==> config.mk <==
export PLATFORM = sky130hd
export DESIGN_NAME = rep_encoder_fifo_ble
export DESIGN_NICKNAME = d
export VERILOG_FILES = /design/src/rtl/rep_enc_ble_pkg.sv /design/src/rtl/rep_enc_fifo_ble.sv /design/src/rtl/rep_encoder_fifo_ble.sv
export SDC_FILE = /design/constraint.sdc
export NUM_CORES = 1
export LEC_CHECK = 0
export BUFFER_PORTS_ARGS = -buffer_cell sky130_fd_sc_hd__clkbuf_2
export CAP_MARGIN = 10
export CORE_UTILIZATION = 67
export DETAILED_ROUTE_END_ITERATION = 6
export PLACE_DENSITY_LB_ADDON = 0.15
export SLEW_MARGIN = 10
export SYNTH_ARGS = -nofsm -noshare
export SYNTH_HDL_FRONTEND = slang
export SYNTH_SLANG_ARGS = --single-unit
==> constraint.sdc <==
create_clock -name clk -period 4.8 [get_ports clk]
set_clock_uncertainty 0.15 [all_clocks]
set_input_delay 1.2 -clock clk [delete_from_list [all_inputs] [get_ports clk]]
set_output_delay 1.2 -clock clk [all_outputs]
set_load 0.01 [all_outputs]
==> src/rtl/rep_enc_ble_pkg.sv <==
// Shared types, default sizes and helpers for the BLE header bit-repetition encoder.
package rep_enc_ble_pkg;

  localparam int AD_DEF   = 7;
  localparam int RW_DEF   = 3;
  localparam int DATA_DEF = 1;

  typedef enum logic {
    IDLE = 1'b0,
    EMIT = 1'b1
  } state_t;

  // A factor of zero is not meaningful, so it repeats each bit once.
  function automatic int unsigned eff_rep(input int unsigned f);
    return (f == 0) ? 1 : f;
  endfunction

endpackage

==> src/rtl/rep_enc_fifo_ble.sv <==
// Bit FIFO with wrap-bit pointers, occupancy flags and a sticky overflow flag.
module rep_enc_fifo_ble
  import rep_enc_ble_pkg::*;
#(
  parameter int AD   = AD_DEF,
  parameter int DATA = DATA_DEF
) (
  input  logic            clk,
  input  logic            reset,
  input  logic            flush,
  input  logic            wr_en,
  input  logic [DATA-1:0] wr_data,
  input  logic            rd_en,
  output logic [DATA-1:0] rd_data,
  output logic            full,
  output logic            empty,
  output logic [AD:0]     level,
  output logic            overflow
);

  logic [DATA-1:0] ram [2**AD];
  logic [AD:0]     wr_ptr;
  logic [AD:0]     rd_ptr;
  logic            do_wr;
  logic            do_rd;

  assign full    = (wr_ptr[AD] != rd_ptr[AD]) && (wr_ptr[AD-1:0] == rd_ptr[AD-1:0]);
  assign empty   = (wr_ptr == rd_ptr);
  assign level   = wr_ptr - rd_ptr;
  assign rd_data = ram[rd_ptr[AD-1:0]];
  assign do_wr   = wr_en && !full && !flush;
  assign do_rd   = rd_en && !empty && !flush;

  always_ff @(posedge clk) begin
    if (do_wr) ram[wr_ptr[AD-1:0]] <= wr_data;
  end

  always_ff @(posedge clk or negedge reset) begin
    if (!reset) begin
      wr_ptr   <= '0;
      rd_ptr   <= '0;
      overflow <= 1'b0;
    end else if (flush) begin
      wr_ptr   <= '0;
      rd_ptr   <= '0;
      overflow <= 1'b0;
    end else begin
      if (do_wr)          wr_ptr   <= wr_ptr + 1'b1;
      if (do_rd)          rd_ptr   <= rd_ptr + 1'b1;
      if (wr_en && full)  overflow <= 1'b1;
    end
  end

endmodule

==> src/rtl/rep_encoder_fifo_ble.sv <==
// Repetition encoder: pops buffered bits and emits each one eff_rep times on a valid/ready port.
module rep_encoder_fifo_ble
  import rep_enc_ble_pkg::*;
#(
  parameter int AD   = AD_DEF,
  parameter int RW   = RW_DEF,
  parameter int DATA = DATA_DEF
) (
  input  logic            clk,
  input  logic            reset,
  input  logic            flush,
  input  logic            run,
  input  logic [RW-1:0]   rep_factor,
  input  logic            in_valid,
  input  logic [DATA-1:0] in_data,
  output logic            in_ready,
  output logic            out_valid,
  output logic [DATA-1:0] out_data,
  input  logic            out_ready,
  output logic            full,
  output logic            empty,
  output logic [AD:0]     level,
  output logic            overflow,
  output logic            done
);

  state_t          state, state_n;
  logic [RW-1:0]   rep_cnt, rep_cnt_n;
  logic [RW-1:0]   eff_q, eff_n;
  logic            valid_n, done_n, pop;
  logic [DATA-1:0] data_n, rd_data;

  rep_enc_fifo_ble #(.AD(AD), .DATA(DATA)) u_fifo (
    .clk      (clk),
    .reset    (reset),
    .flush    (flush),
    .wr_en    (in_valid),
    .wr_data  (in_data),
    .rd_en    (pop),
    .rd_data  (rd_data),
    .full     (full),
    .empty    (empty),
    .level    (level),
    .overflow (overflow)
  );

  assign in_ready = !full;

  always_ff @(posedge clk or negedge reset) begin
    if (!reset) begin
      state     <= IDLE;
      out_valid <= 1'b0;
      out_data  <= '0;
      rep_cnt   <= '0;
      eff_q     <= RW'(1);
      done      <= 1'b0;
    end else begin
      state     <= state_n;
      out_valid <= valid_n;
      out_data  <= data_n;
      rep_cnt   <= rep_cnt_n;
      eff_q     <= eff_n;
      done      <= done_n;
    end
  end

  always_comb begin
    state_n   = state;
    valid_n   = out_valid;
    data_n    = out_data;
    rep_cnt_n = rep_cnt;
    eff_n     = eff_q;
    done_n    = 1'b0;
    pop       = 1'b0;
    if (flush) begin
      state_n   = IDLE;
      valid_n   = 1'b0;
      rep_cnt_n = '0;
    end else begin
      case (state)
        IDLE: begin
          if (run && !empty) begin
            pop       = 1'b1;
            data_n    = rd_data;
            rep_cnt_n = '0;
            eff_n     = RW'(eff_rep(32'(rep_factor)));
            valid_n   = 1'b1;
            state_n   = EMIT;
          end
        end
        EMIT: begin
          if (out_valid && out_ready) begin
            if (rep_cnt != eff_q - RW'(1)) begin
              rep_cnt_n = rep_cnt + RW'(1);
            end else if (run && !empty) begin
              // Last beat accepted with more data waiting: reload without a bubble.
              pop       = 1'b1;
              data_n    = rd_data;
              rep_cnt_n = '0;
              eff_n     = RW'(eff_rep(32'(rep_factor)));
            end else begin
              state_n   = IDLE;
              valid_n   = 1'b0;
              rep_cnt_n = '0;
              done_n    = empty;
            end
          end
        end
        default: state_n = IDLE;
      endcase
    end
  end

endmodule

# == Word level (Yosys, flattened, before mapping) ==
# Memory sizes are Yosys's and may differ from the RTL's.
# Index checks and enable logic that the tools add are counted.
# totals
regBits,27
latch_bits,0
ram_bits,128
mem_bits_ro,0
in_bits,10
output_inout_bits,15
elab_cells,87
mem_count,1
# mem_list
name,depth,width,read_ports,rd_ports_with_merged_regs,wr,line_no,source
u_fifo.ram,128,1,1,0,1,rep_enc_fifo_ble.sv:21,logic [DATA-1:0] ram [2**AD];
# op_classes
addsub,5
mul,0
div_mod_pow,0
magnitude_cmp,0
eq_ne,10
shifts,0
muxes,42
bitwise,2
n_reduce_logical,18
# op_table
operator,count
two-way mux 8 bit,4
two-way mux 1 bit,24
two-way mux 3 bit,8
"adder 8 x 1 -> 8 bit, second input constant",2
case mux 3 bit (2 select lines),2
"inequality test 3 bit, second input constant",3
== test 8 bit,1
logical AND 1 bit,8
case mux 1 bit (2 select lines),4
subtractor 8 bit,1
== test 7 bit,1
nonzero test 2 bit,3
AND reduction 4 bit,1
"adder 3 x 1 -> 3 bit, second input constant",1
logical NOT 1 bit,3
logical NOT 3 bit,1
"inequality test 3 x 2 -> 1 bit, second input constant",1
inequality test 3 bit,1
AND reduction 3 bit,1
"subtractor 3 x 1 -> 3 bit, second input constant",1
"inequality test 2 x 1 -> 1 bit, second input constant",1
"inequality test 2 bit, second input constant",1
NOT 1 bit,2
AND reduction 2 bit,1
inequality test 1 bit,1

# == Longest topological paths before layout ==
# Gate-level depths: netlist of run 1.
# logic_depth
depth_word,12
ltp_mapped,13
mapped_depth_nobuf,10

# == By module ==
# A second synthesis of run 1 with hierarchy kept.
# hier_totals
cells_unflattened,571
hier_area_um2,7334.5
# modules_own_cells
mod,n_inst,cells_each,area_per_inst_um2,seq_area_each_um2
rep_enc_fifo_ble,1,519,6761.5,4269.1
rep_encoder_fifo_ble,1,52,573.0,251.5

# == Worst setup path after synthesis of run 1 ==
# Ideal clock, no wire load.
# synth_timing
path_type,flip-flop to output port
startpoint,register u_fifo.rd_ptr[2]
endpoint,output port level[7]
t_arrival_ns,2.103
required_ns,3.450
path_slack_ns,1.347
stages_incl_launch_ff,9
n_path_buf,1
path_cell_list,dfrtp_1 > inv_1 > buf_1 > ha_1 > a21oi_1 > o21bai_1 > a21oi_1 > o21ai_0 > xnor2_1
# synth_between
elab_chain_len,1
# synth_rtl
element,line_no,source
from (decl),rep_enc_fifo_ble.sv:23,logic [AD:0] rd_ptr;
from (signal assigned),rep_enc_fifo_ble.sv:49,if (do_rd) rd_ptr <= rd_ptr + 1'b1;
subtractor 8 bit,rep_enc_fifo_ble.sv:29,assign level = wr_ptr - rd_ptr;
to (decl),rep_encoder_fifo_ble.sv:22,"output logic [AD:0] level,"
# No other way between the ends.

# == Worst setup path in the final report of run 1 ==
# layout_timing
startpoint,register u_fifo.wr_ptr[0]
endpoint,output port level[6]
# layout_between
elab_chain_len,1
# layout_rtl
element,line_no,source
from (decl),rep_enc_fifo_ble.sv:22,logic [AD:0] wr_ptr;
from (signal assigned),rep_enc_fifo_ble.sv:48,if (do_wr) wr_ptr <= wr_ptr + 1'b1;
subtractor 8 bit,rep_enc_fifo_ble.sv:29,
# No other way between the ends.

==> results.yml, run 1 <==
clocking:
  htree_levels: 4
  cts_tree: "done"
  postCtsHoldBufs: 0
  root_buffer: "clkbuf_8"
  clk_pin_slew_worst_paths_ns: 0.06
  cts_num_sinks: 155
  clock_path_buffers: 2
  cts_buffers: 17
  cts_post_setup_buffers_inserted: 0
  clkLatencyLatePin_ns: 0.53
  cts_resized: 0
synthesis:
  syn_inst: 595
  yosys_register_bits: 155
  ys_async_sr_fraction_pct: 17.42
  synth-edff-count: 128
  synth_ff_type: "edfxtp_1"
  syn_area_um2: 7381
  synth.avg_cell_area_um2: 12.40
  yosysUniqueCellTypes: 53
  syn_nets: 617
  synth_seq_area_share_pct: 61.25
  yosysWarnings: 0
drt:
  drt_iter0_drc: 447
  vias: 4948
  drc: 0
  detail-route-antenna-nets: 0
  wirelength_um: 16650
  vias_per_cell: 6.536
  drt-wirelength-per-cell_um: 22.00
  drt_pre_antenna_iters: 7
min_path:
  hold_path_class: "reg -> reg"
  worstHoldEndpoint: "u_fifo.overflow$_DFFE_PN0P_"
  worstHoldStart: "u_fifo.overflow$_DFFE_PN0P_"
  min_path_cells: 2
critical_path:
  r2r-start: "u_fifo.rd_ptr[4]$_DFFE_PN0P_"
  max_stage_delay_ns: 0.50
  cp_cell_sequence: "inv_1, ha_1, fa_1, inv_1, a21o_1, a21oi_1, o21bai_1, a21oi_1, xnor2_1, clkbuf_2"
  r2r-end: "u_fifo.ram[2]$_DFFE_PP_"
  ff2ff_path_depth: 9
  critPathMaxFanout: 8
  cpMaxStageDelayCell: "dfrtp_1"
  cp_data_required_time_ns: 3.45
  worstSetupEndpointType: "output pin"
  start_kind: "flip-flop"
  cp.arrival_ns: 2.72
  worstSetupPathType: "reg -> out"
  rrSetupSlack_ns: 1.26
floorplanning:
  io-pin-count: 25
  die_h_um: 107.0
  die_x_um: 107.0
  dieArea_um2: 11440
  initial_core_util_pct: 70.23
  core_um2: 10510
  rows: 37
power_and_ir_drop:
  sw_frac_of_total_pct: 24.05
  vdd_drop_max_v: 0.0002944
  p_leak_nw: 2.759
  seq_power_share_pct: 45.0
  powerDensity_nw_per_um2: 411.7
  combPwrFrac_pct: 14.5
  pwr-share-clk_pct: 40.4
  p_int_mw: 2.550
  power.switching_mw: 0.8073
outcome:
  status: "completed"
timing:
  worst_slew_pin_slew_ns: 0.9382
  setup_slack_ns: 0.7270
  slew_headroom_pct: 37.45
  finalCritPeriodShare_pct: 84.85
  fmax_ghz: 0.2455
  hold_viol: 0
  setup_viol_count_final: 0
  rsz0062_at_grt: "no"
  fin_crit_ns: 4.073
  whs_ns: 0.3452
  tns_ns: 0
  maxSlewViolCount: 0
global_route:
  grt_overflow: 0
  grt_max_degree: 65
  grt_pass1_wl_um: 25860
  antenna_found_initial: 0
  grt_pass1_vias: 4921
  track_usage_pct: 31.51
final_layout:
  fin_util_pct: 77.59
  final_area_um2: 8154
  layout.nets: 630
  syn2layout_area_growth_pct: 10.48
  drive_gt1_share_pct: 16.10
  final_cell_mix: "nor2_1 (148), edfxtp_1 (128), nand2_1 (37)"
  nFillCells: 640
  final_common_cell: "nor2_1"
  antenna_cells: 0
job:
  cap_viol_max_count: 0
placed_design:
  numPortBuffers: 24
  post-place-ws_ns: 1.324
  post-dp-hpwl_um: 10250
  place.gp.congestion: 0.8635
  dpl_cell_area_um2: 7556
-- registers in the layout, indices dropped and copies added (netlist names) --
register	cells
u_fifo.rd_ptr	8
eff_q	3
u_fifo.overflow	1
u_fifo.ram	128
done	1
rep_cnt	3
u_fifo.wr_ptr	8
state	1
out_data	1
out_valid	1
-- how the worst max path moves through the flow --
stage                                            start       end  slack, ns  cells past startpoint
after floorplan           u_fifo.rd_ptr[2]$_DFFE_PN0P_  level[7]       1.35                      8
after global placement    u_fifo.rd_ptr[2]$_DFFE_PN0P_  level[7]       1.32                      8
after detailed placement  u_fifo.rd_ptr[2]$_DFFE_PN0P_  level[7]       1.32                      8
after CTS                 u_fifo.wr_ptr[0]$_DFFE_PN0P_  level[6]       0.75                     10
after global routing      u_fifo.rd_ptr[2]$_DFFE_PN0P_  level[7]       0.50                      8
final                     u_fifo.wr_ptr[0]$_DFFE_PN0P_  level[6]       0.73                     10
-- metrics by stage --
stage                     power (mW)  instances
after CTS                      3.358        757
after global placement         2.010        725
after detailed placement       2.025        725
final                          3.357        757
after global routing           3.453        757
after floorplan                1.899        595
-- metal layers --
layer | GRT usage (%) | vias up | routed length (um)
li1 | - | 2175 | -
met1 | 40.71 | 2442 | 6268
met2 | 49.95 | 281 | 8360
met3 | 8.754 | 50 | 1558
met4 | 14.77 | 0 | 465
met5 | 0 | - | 0
-- cell usage after synthesis (5+ instances only) --
| master | number | area, um^2 |
|---|---|---|
| o21ai_0 | 12 | 60.06 |
| nor3_1 | 7 | 35.03 |
| clkbuf_1 | 24 | 90.09 |
| a31oi_1 | 5 | 31.28 |
| or3_1 | 13 | 81.33 |
| nand3_1 | 20 | 100.1 |
| dfrtp_1 | 26 | 650.6 |
| xnor2_1 | 14 | 122.6 |
| mux2i_1 | 17 | 170.2 |
| mux4_2 | 26 | 585.6 |
| ha_1 | 11 | 137.6 |
| nor2b_1 | 8 | 50.05 |
| edfxtp_1 | 128 | 3844 |
| buf_4 | 5 | 37.54 |
| buf_2 | 6 | 30.03 |
| nor2_1 | 148 | 555.5 |
| a21oi_1 | 15 | 75.07 |
| nand2_1 | 37 | 138.9 |
| nand4_1 | 9 | 56.30 |
| inv_1 | 16 | 60.06 |
-- cell families after synthesis --
| group | count (synthesis) | synth area share (%) |
|---|---|---|
| AO/OA/AOI/OAI | 53 | 4.662 |
| XOR/XNOR | 19 | 2.458 |
| buffers and inverters | 56 | 3.255 |
| multiplexers | 46 | 10.70 |
| flip-flops | 155 | 61.25 |
| adder cells (fa/ha/maj) | 12 | 2.136 |
| AND/OR/NAND/NOR | 254 | 15.55 |
-- power by group through the flow --
stage	registers [mW]	clock network (mW)	logic (mW)
2_1_floorplan	1.53	0	0.365
3_3_place_gp	1.54	0	0.473
3_5_place_dp	1.54	0	0.485
4_1_cts	1.51	1.36	0.489
5_1_grt	1.52	1.41	0.530
6_report	1.51	1.36	0.488
-- critical path, delay by kind of cell (launching register included) --
kind	cells	cell delay, ns
adders and majority gates	2	0.71
xor gates and xnor gates	1	0.14
buffers and inverters	3	0.40
AOI/OAI and AO/OA	4	0.45
DFF	1	0.50
-- area by class of cell --
cell class | instances | area (um^2) | share of cell area (%)
clock buffers | 20 | 425.4 | 5.217
clock inverters | 12 | 172.7 | 2.118
inverters | 19 | 71.32 | 0.8746
multi-input cells | 384 | 2620 | 32.13
flip-flops and latches | 155 | 4522 | 55.46
well taps | 136 | 170.2 | 2.087
repair buffers | 31 | 172.7 | 2.118
(Power assumes the default switching activity.)
==> run 2, diff against run 1 <==
Settings changed: CORE_UTILIZATION 67 to 56.
Clock period 4.8 ns to 3.5 ns, I/O delays scaled along.
==> run 2 against run 1 <==
Against the previous run:
- critical path depth unchanged
- power increased by 41%
- via count decreased by 4.8%
- largest cell class unchanged
- highest routed layer unchanged
==> results.yml, run 2 (synthesis results as in run 1) <==
outcome:
  status: "completed"
clocking:
  root_buffer: "clkbuf_16"
  cts_buffers: 17
  clock_path_buffers: 2
  clk_pin_slew_worst_paths_ns: 0.06
  cts_tree: "done"
  postCtsHoldBufs: 0
  clkLatencyLatePin_ns: 0.42
  cts_num_sinks: 155
  htree_levels: 4
global_route:
  grt_pass1_vias: 4579
  grt_max_degree: 129
  gr-usage-met3_pct: 6.179
  grtUsageMet1_pct: 34.95
  globalRouteMet2Util_pct: 42.33
  top_usage_layer: "met2"
  track_usage_pct: 26.09
  grt_overflow: 0
  grt_pass1_wl_um: 25190
  antenna_found_initial: 0
power_and_ir_drop:
  sw_frac_of_total_pct: 23.35
  power.switching_mw: 1.104
  pwr-share-clk_pct: 41.6
  p_leak_nw: 2.834
  vdd_drop_max_v: 0.0004286
  powerDensity_nw_per_um2: 565.4
  p_int_mw: 3.623
  seq_power_share_pct: 43.8
  combPwrFrac_pct: 14.5
drt:
  drt_iter0_drc: 457
  wirelength_um: 16100
  vias: 4709
  drc: 0
  drt-wirelength-per-cell_um: 20.02
  detail-route-antenna-nets: 0
  vias_per_cell: 5.857
  drt_pre_antenna_iters: 5
placed_design:
  dpl_cell_area_um2: 7666
  dp_cells: 768
  numPortBuffers: 24
  place.gp.congestion: 0.8149
  post-dp-hpwl_um: 9785
critical_path:
  max_stage_delay_ns: 0.45
  cpMaxStageDelayCell: "dfrtp_2"
  cp.buffers_inverters: 3
  cp.arrival_ns: 2.33
  cp_data_required_time_ns: 2.47
  ff2ff_path_depth: 7
  start_kind: "flip-flop"
  crit_family: "compound AO/OA/AOI/OAI gates"
  cp.depth: 10
  cp_cell_sequence: "inv_2, ha_2, fa_2, inv_1, a21o_1, a21oi_2, o21bai_1, a21oi_1, xnor2_1, clkbuf_2"
  worstSetupEndpointType: "output pin"
  critPathMaxFanout: 6
  r2r-start: "u_fifo.wr_ptr[3]$_DFFE_PN0P_"
  worstSetupPathType: "reg -> out"
  rrSetupSlack_ns: 0.59
  r2r-end: "u_fifo.ram[108]$_DFFE_PP_"
final_layout:
  final_common_cell: "nor2_1"
  nFillCells: 982
  syn2layout_area_growth_pct: 13.27
  final_cell_mix: "nor2_1 (148), edfxtp_1 (128), nand2_1 (37)"
  drive_gt1_share_pct: 19.15
  largest_register_ffs: 128
  layout.nets: 641
  antenna_cells: 0
  instances_no_fill: 804
  final_area_um2: 8361
timing:
  finalCritPeriodShare_pct: 95.88
  worst_slew_pin_slew_ns: 0.8440
  setup_viol_count_final: 0
  slew_headroom_pct: 43.73
  hold_viol: 0
  fmax_ghz: 0.2980
  maxSlewViolCount: 0
  fin_crit_ns: 3.356
floorplanning:
  die_x_um: 116.8
  dieArea_um2: 13640
  io-pin-count: 25
  core_um2: 12720
  initial_core_util_pct: 58.02
  rows: 41
  die_h_um: 116.8
min_path:
  hold_path_class: "in -> async"
job:
  cap_viol_max_count: 0
[run 2: cell types whose count changed in the layout (fill, tap and decap cells not counted), moves of 2 or more]
cell,previous run,this run
dfrtp_2,1,3
clkinv_1,3,1
a21oi_1,15,12
a21oi_2,0,3
buf_4,7,17
ha_1,11,9
dfrtp_1,25,23
[run 2: worst register-to-register path: stages, from the launching register on]
cell,delay [ns]
dfrtp_1,0.62
ha_1,0.39
nand3_1,0.13
nor2_1,0.05
nand2_1,0.12
nand2_1,0.16
or3_1,0.74
nor2_1,0.26
[run 2: final cells by class]
class,instances,area [um^2],share of cell area [%]
timing repair buffer,42,267.8,3.203
sequential,155,4524,54.12
multi-input combinational,384,2649,31.68
clock buffer,21,440.4,5.268
clock inverter,11,192.7,2.305
tap,172,215.2,2.574
inverter,19,71.32,0.8530
[run 2: per-stage QoR]
step | setup TNS (ns) | total power [mW] | util (%) | worst slack (ns) | hold slack [ns]
after floorplan | 0 | 2.604 | - | 0.2866 | 0.3422
after global placement | 0 | 2.771 | 60.26 | 0.4407 | 0.3237
final | 0 | 4.727 | 65.72 | 0.1443 | 0.3401
after detailed placement | 0 | 2.781 | 60.26 | 0.4036 | 0.3324
after CTS | 0 | 4.745 | 65.30 | 0.01921 | 0.3473
after global routing | -0.004609 | 4.896 | 65.72 | -0.004609 | 0.3758
[run 2: how the worst max path moves through the flow]
stage / from / to / slack, ns
finish: u_fifo.wr_ptr[0]$_DFFE_PN0P_ / level[6] / 0.14
global placement: u_fifo.wr_ptr[0]$_DFFE_PN0P_ / level[6] / 0.44
detailed placement: u_fifo.wr_ptr[0]$_DFFE_PN0P_ / level[6] / 0.40
floorplan: u_fifo.rd_ptr[2]$_DFFE_PN0P_ / u_fifo.ram[127]$_DFFE_PP_ / 0.29
global route: u_fifo.wr_ptr[0]$_DFFE_PN0P_ / level[6] / -0.005
CTS: u_fifo.rd_ptr[1]$_DFFE_PN0P_ / level[7] / 0.02
[run 2: repair_timing]
action,4_1_cts,5_1_grt
pin swaps,0,2
endpoints found under the setup margin,2,2
buffers inserted,0,4
gates resized for setup,4,5
[run 2: per-layer routing]
layer  up-vias  part of all wire [%]
met5         -                     0
met4         0                   1.4
met3        23                   6.6
met2       151                    49
met1      2345                    43
li1       2190                     -
[run 2: power groups by stage]
stage | Combinational (mW) | Sequential, mW | Clock (mW)
finish | 0.687 | 2.07 | 1.97
global route | 0.748 | 2.08 | 2.07
detailed placement | 0.671 | 2.11 | 0
CTS | 0.679 | 2.07 | 1.99
floorplan | 0.501 | 2.10 | 0
global placement | 0.664 | 2.11 | 0
==> run 3, diff against run 2 <==
Settings changed: BUFFER_PORTS_ARGS -buffer_cell sky130_fd_sc_hd__clkbuf_2 to -buffer_cell sky130_fd_sc_hd__buf_4.
==> run 3 against run 2 <==
Against the previous run:
- non-clock buffer count fell by 6
- worst hold slack got worse by 0.13 ns
- die area did not move
- largest power group unchanged
- critical endpoint unchanged
- clock-buffer cell count fell by 2
==> results.yml, run 3 (synthesis results as in run 1) <==
critical_path:
  crit_family: "adder cells"
  crit_top_cell: "inv_1"
  max_stage_delay_ns: 0.47
  cp.arrival_ns: 2.35
  worstSetupEndpointType: "output pin"
  cp_cell_sequence: "inv_1, ha_1, fa_1, inv_1, a21o_1, a21oi_2, o21bai_1, a21oi_1, xnor2_1, buf_4"
  cpMaxStageDelayCell: "fa_1"
  critPathMaxFanout: 5
  start_kind: "flip-flop"
  cp.buffers_inverters: 3
  worstSetupPathType: "reg -> out"
  cp_data_required_time_ns: 2.47
drt:
  wirelength_um: 16170
  drc: 0
  drt_pre_antenna_iters: 7
  drt-wirelength-per-cell_um: 20.26
  vias: 4794
  vias_per_cell: 6.008
  detail-route-antenna-nets: 0
  drt_iter0_drc: 475
timing:
  worst_slew_pin_slew_ns: 1.036
  finalCritPeriodShare_pct: 96.53
  slew_headroom_pct: 30.96
  fmax_ghz: 0.2960
  fin_crit_ns: 3.378
  rsz0062_at_grt: "no"
  setup_viol_count_final: 0
  tns_ns: 0
  setup_slack_ns: 0.1215
  maxSlewViolCount: 0
  hold_viol: 0
floorplanning:
  die_h_um: 116.8
  die_x_um: 116.8
  rows: 41
  io-pin-count: 25
  initial_core_util_pct: 58.02
  core_um2: 12720
  dieArea_um2: 13640
clocking:
  cts_buffers: 17
  cts_tree: "done"
  clkLatencyLatePin_ns: 0.42
  root_buffer: "clkbuf_16"
  clock_path_buffers: 2
  clk_pin_slew_worst_paths_ns: 0.06
  htree_levels: 4
  cts_num_sinks: 155
power_and_ir_drop:
  seq_power_share_pct: 43.9
  power.switching_mw: 1.089
  pwr-share-clk_pct: 41.5
  p_leak_nw: 2.817
  p_int_mw: 3.631
  combPwrFrac_pct: 14.6
  vdd_drop_max_v: 0.0004215
  powerDensity_nw_per_um2: 565.7
  sw_frac_of_total_pct: 23.07
final_layout:
  final_cell_mix: "nor2_1 (148), edfxtp_1 (128), nand2_1 (37)"
  antenna_cells: 0
  layout.nets: 635
  nFillCells: 1009
  largest_register_ffs: 128
  syn2layout_area_growth_pct: 13.05
  final_common_cell: "nor2_1"
  drive_gt1_share_pct: 17.57
global_route:
  antenna_found_initial: 0
  track_usage_pct: 26.20
  grt_pass1_vias: 4733
  grt_pass1_wl_um: 25430
  grt_max_degree: 129
  grt_overflow: 0
outcome:
  status: "completed"
placed_design:
  post-dp-hpwl_um: 9698
  post-place-ws_ns: 0.4074
  numPortBuffers: 24
  place.gp.congestion: 0.8142
job:
  cap_viol_max_count: 0
min_path:
  hold_path_class: "in -> async"
-- run 3: final timing paths --
kind	startpoint	cells after the start	slack [ns]	end
max in group asynchronous	reset	1	2.67	eff_q[0]$_DFFE_PN1P_
min	reset	1	0.21	u_fifo.wr_ptr[2]$_DFFE_PN0P_
min reg2reg	u_fifo.overflow$_DFFE_PN0P_	2	0.35	u_fifo.overflow$_DFFE_PN0P_
min in group clk	u_fifo.overflow$_DFFE_PN0P_	2	0.35	u_fifo.overflow$_DFFE_PN0P_
max reg2reg	u_fifo.wr_ptr[3]$_DFFE_PN0P_	9	0.53	u_fifo.ram[55]$_DFFE_PP_
max	u_fifo.wr_ptr[0]$_DFFE_PN0P_	10	0.12	level[6]
-- run 3: what timing repair did --
action | in CTS | in global routing
setup buffers | 1 | 0
hold buffers | 0 | 0
resized for setup | 1 | 4
pin swaps | 0 | 0
setup endpoints to repair | 1 | 2
-- run 3: cell type report --
class,instances,area [um^2],share of cell area (%)
timing repair buffer,36,270.3,3.239
clock buffer,19,432.9,5.188
multi-input combinational,384,2631,31.53
sequential,155,4524,54.22
tap,172,215.2,2.579
inverter,19,71.32,0.8547
clock inverter,13,198.9,2.384
-- run 3: metrics by stage --
step / hold slack, ns / util (%) / cells / total power, mW / instance area, um^2
floorplan: 0.3422 / - / 595 / 2.604 / 7381
CTS: 0.2185 / 65.49 / 798 / 4.754 / 8332
global route: 0.2344 / 65.59 / 798 / 4.889 / 8344
detailed placement: 0.3413 / 60.45 / 765 / 2.798 / 7691
global placement: 0.3270 / 60.45 / 765 / 2.791 / 7691
finish: 0.2100 / 65.59 / 798 / 4.720 / 8344
-- run 3: per-layer routing --
metal / vias up / part of all wire [%] / global-route usage [%]
met4: 0 / 2.4 / 10.30
li1: 2184 / - / -
met5: - / 0 / 0
met3: 33 / 6.9 / 6.643
met1: 2408 / 41 / 34.32
met2: 169 / 50 / 42.41
-- run 3: power by group through the flow --
stage                     clock network, mW  logic (mW)  registers, mW
after global placement                    0       0.682           2.11
after global routing                   2.06       0.753           2.08
after CTS                              1.99       0.695           2.07
final                                  1.96       0.689           2.07
after floorplan                           0       0.501           2.10
after detailed placement                  0       0.687           2.11
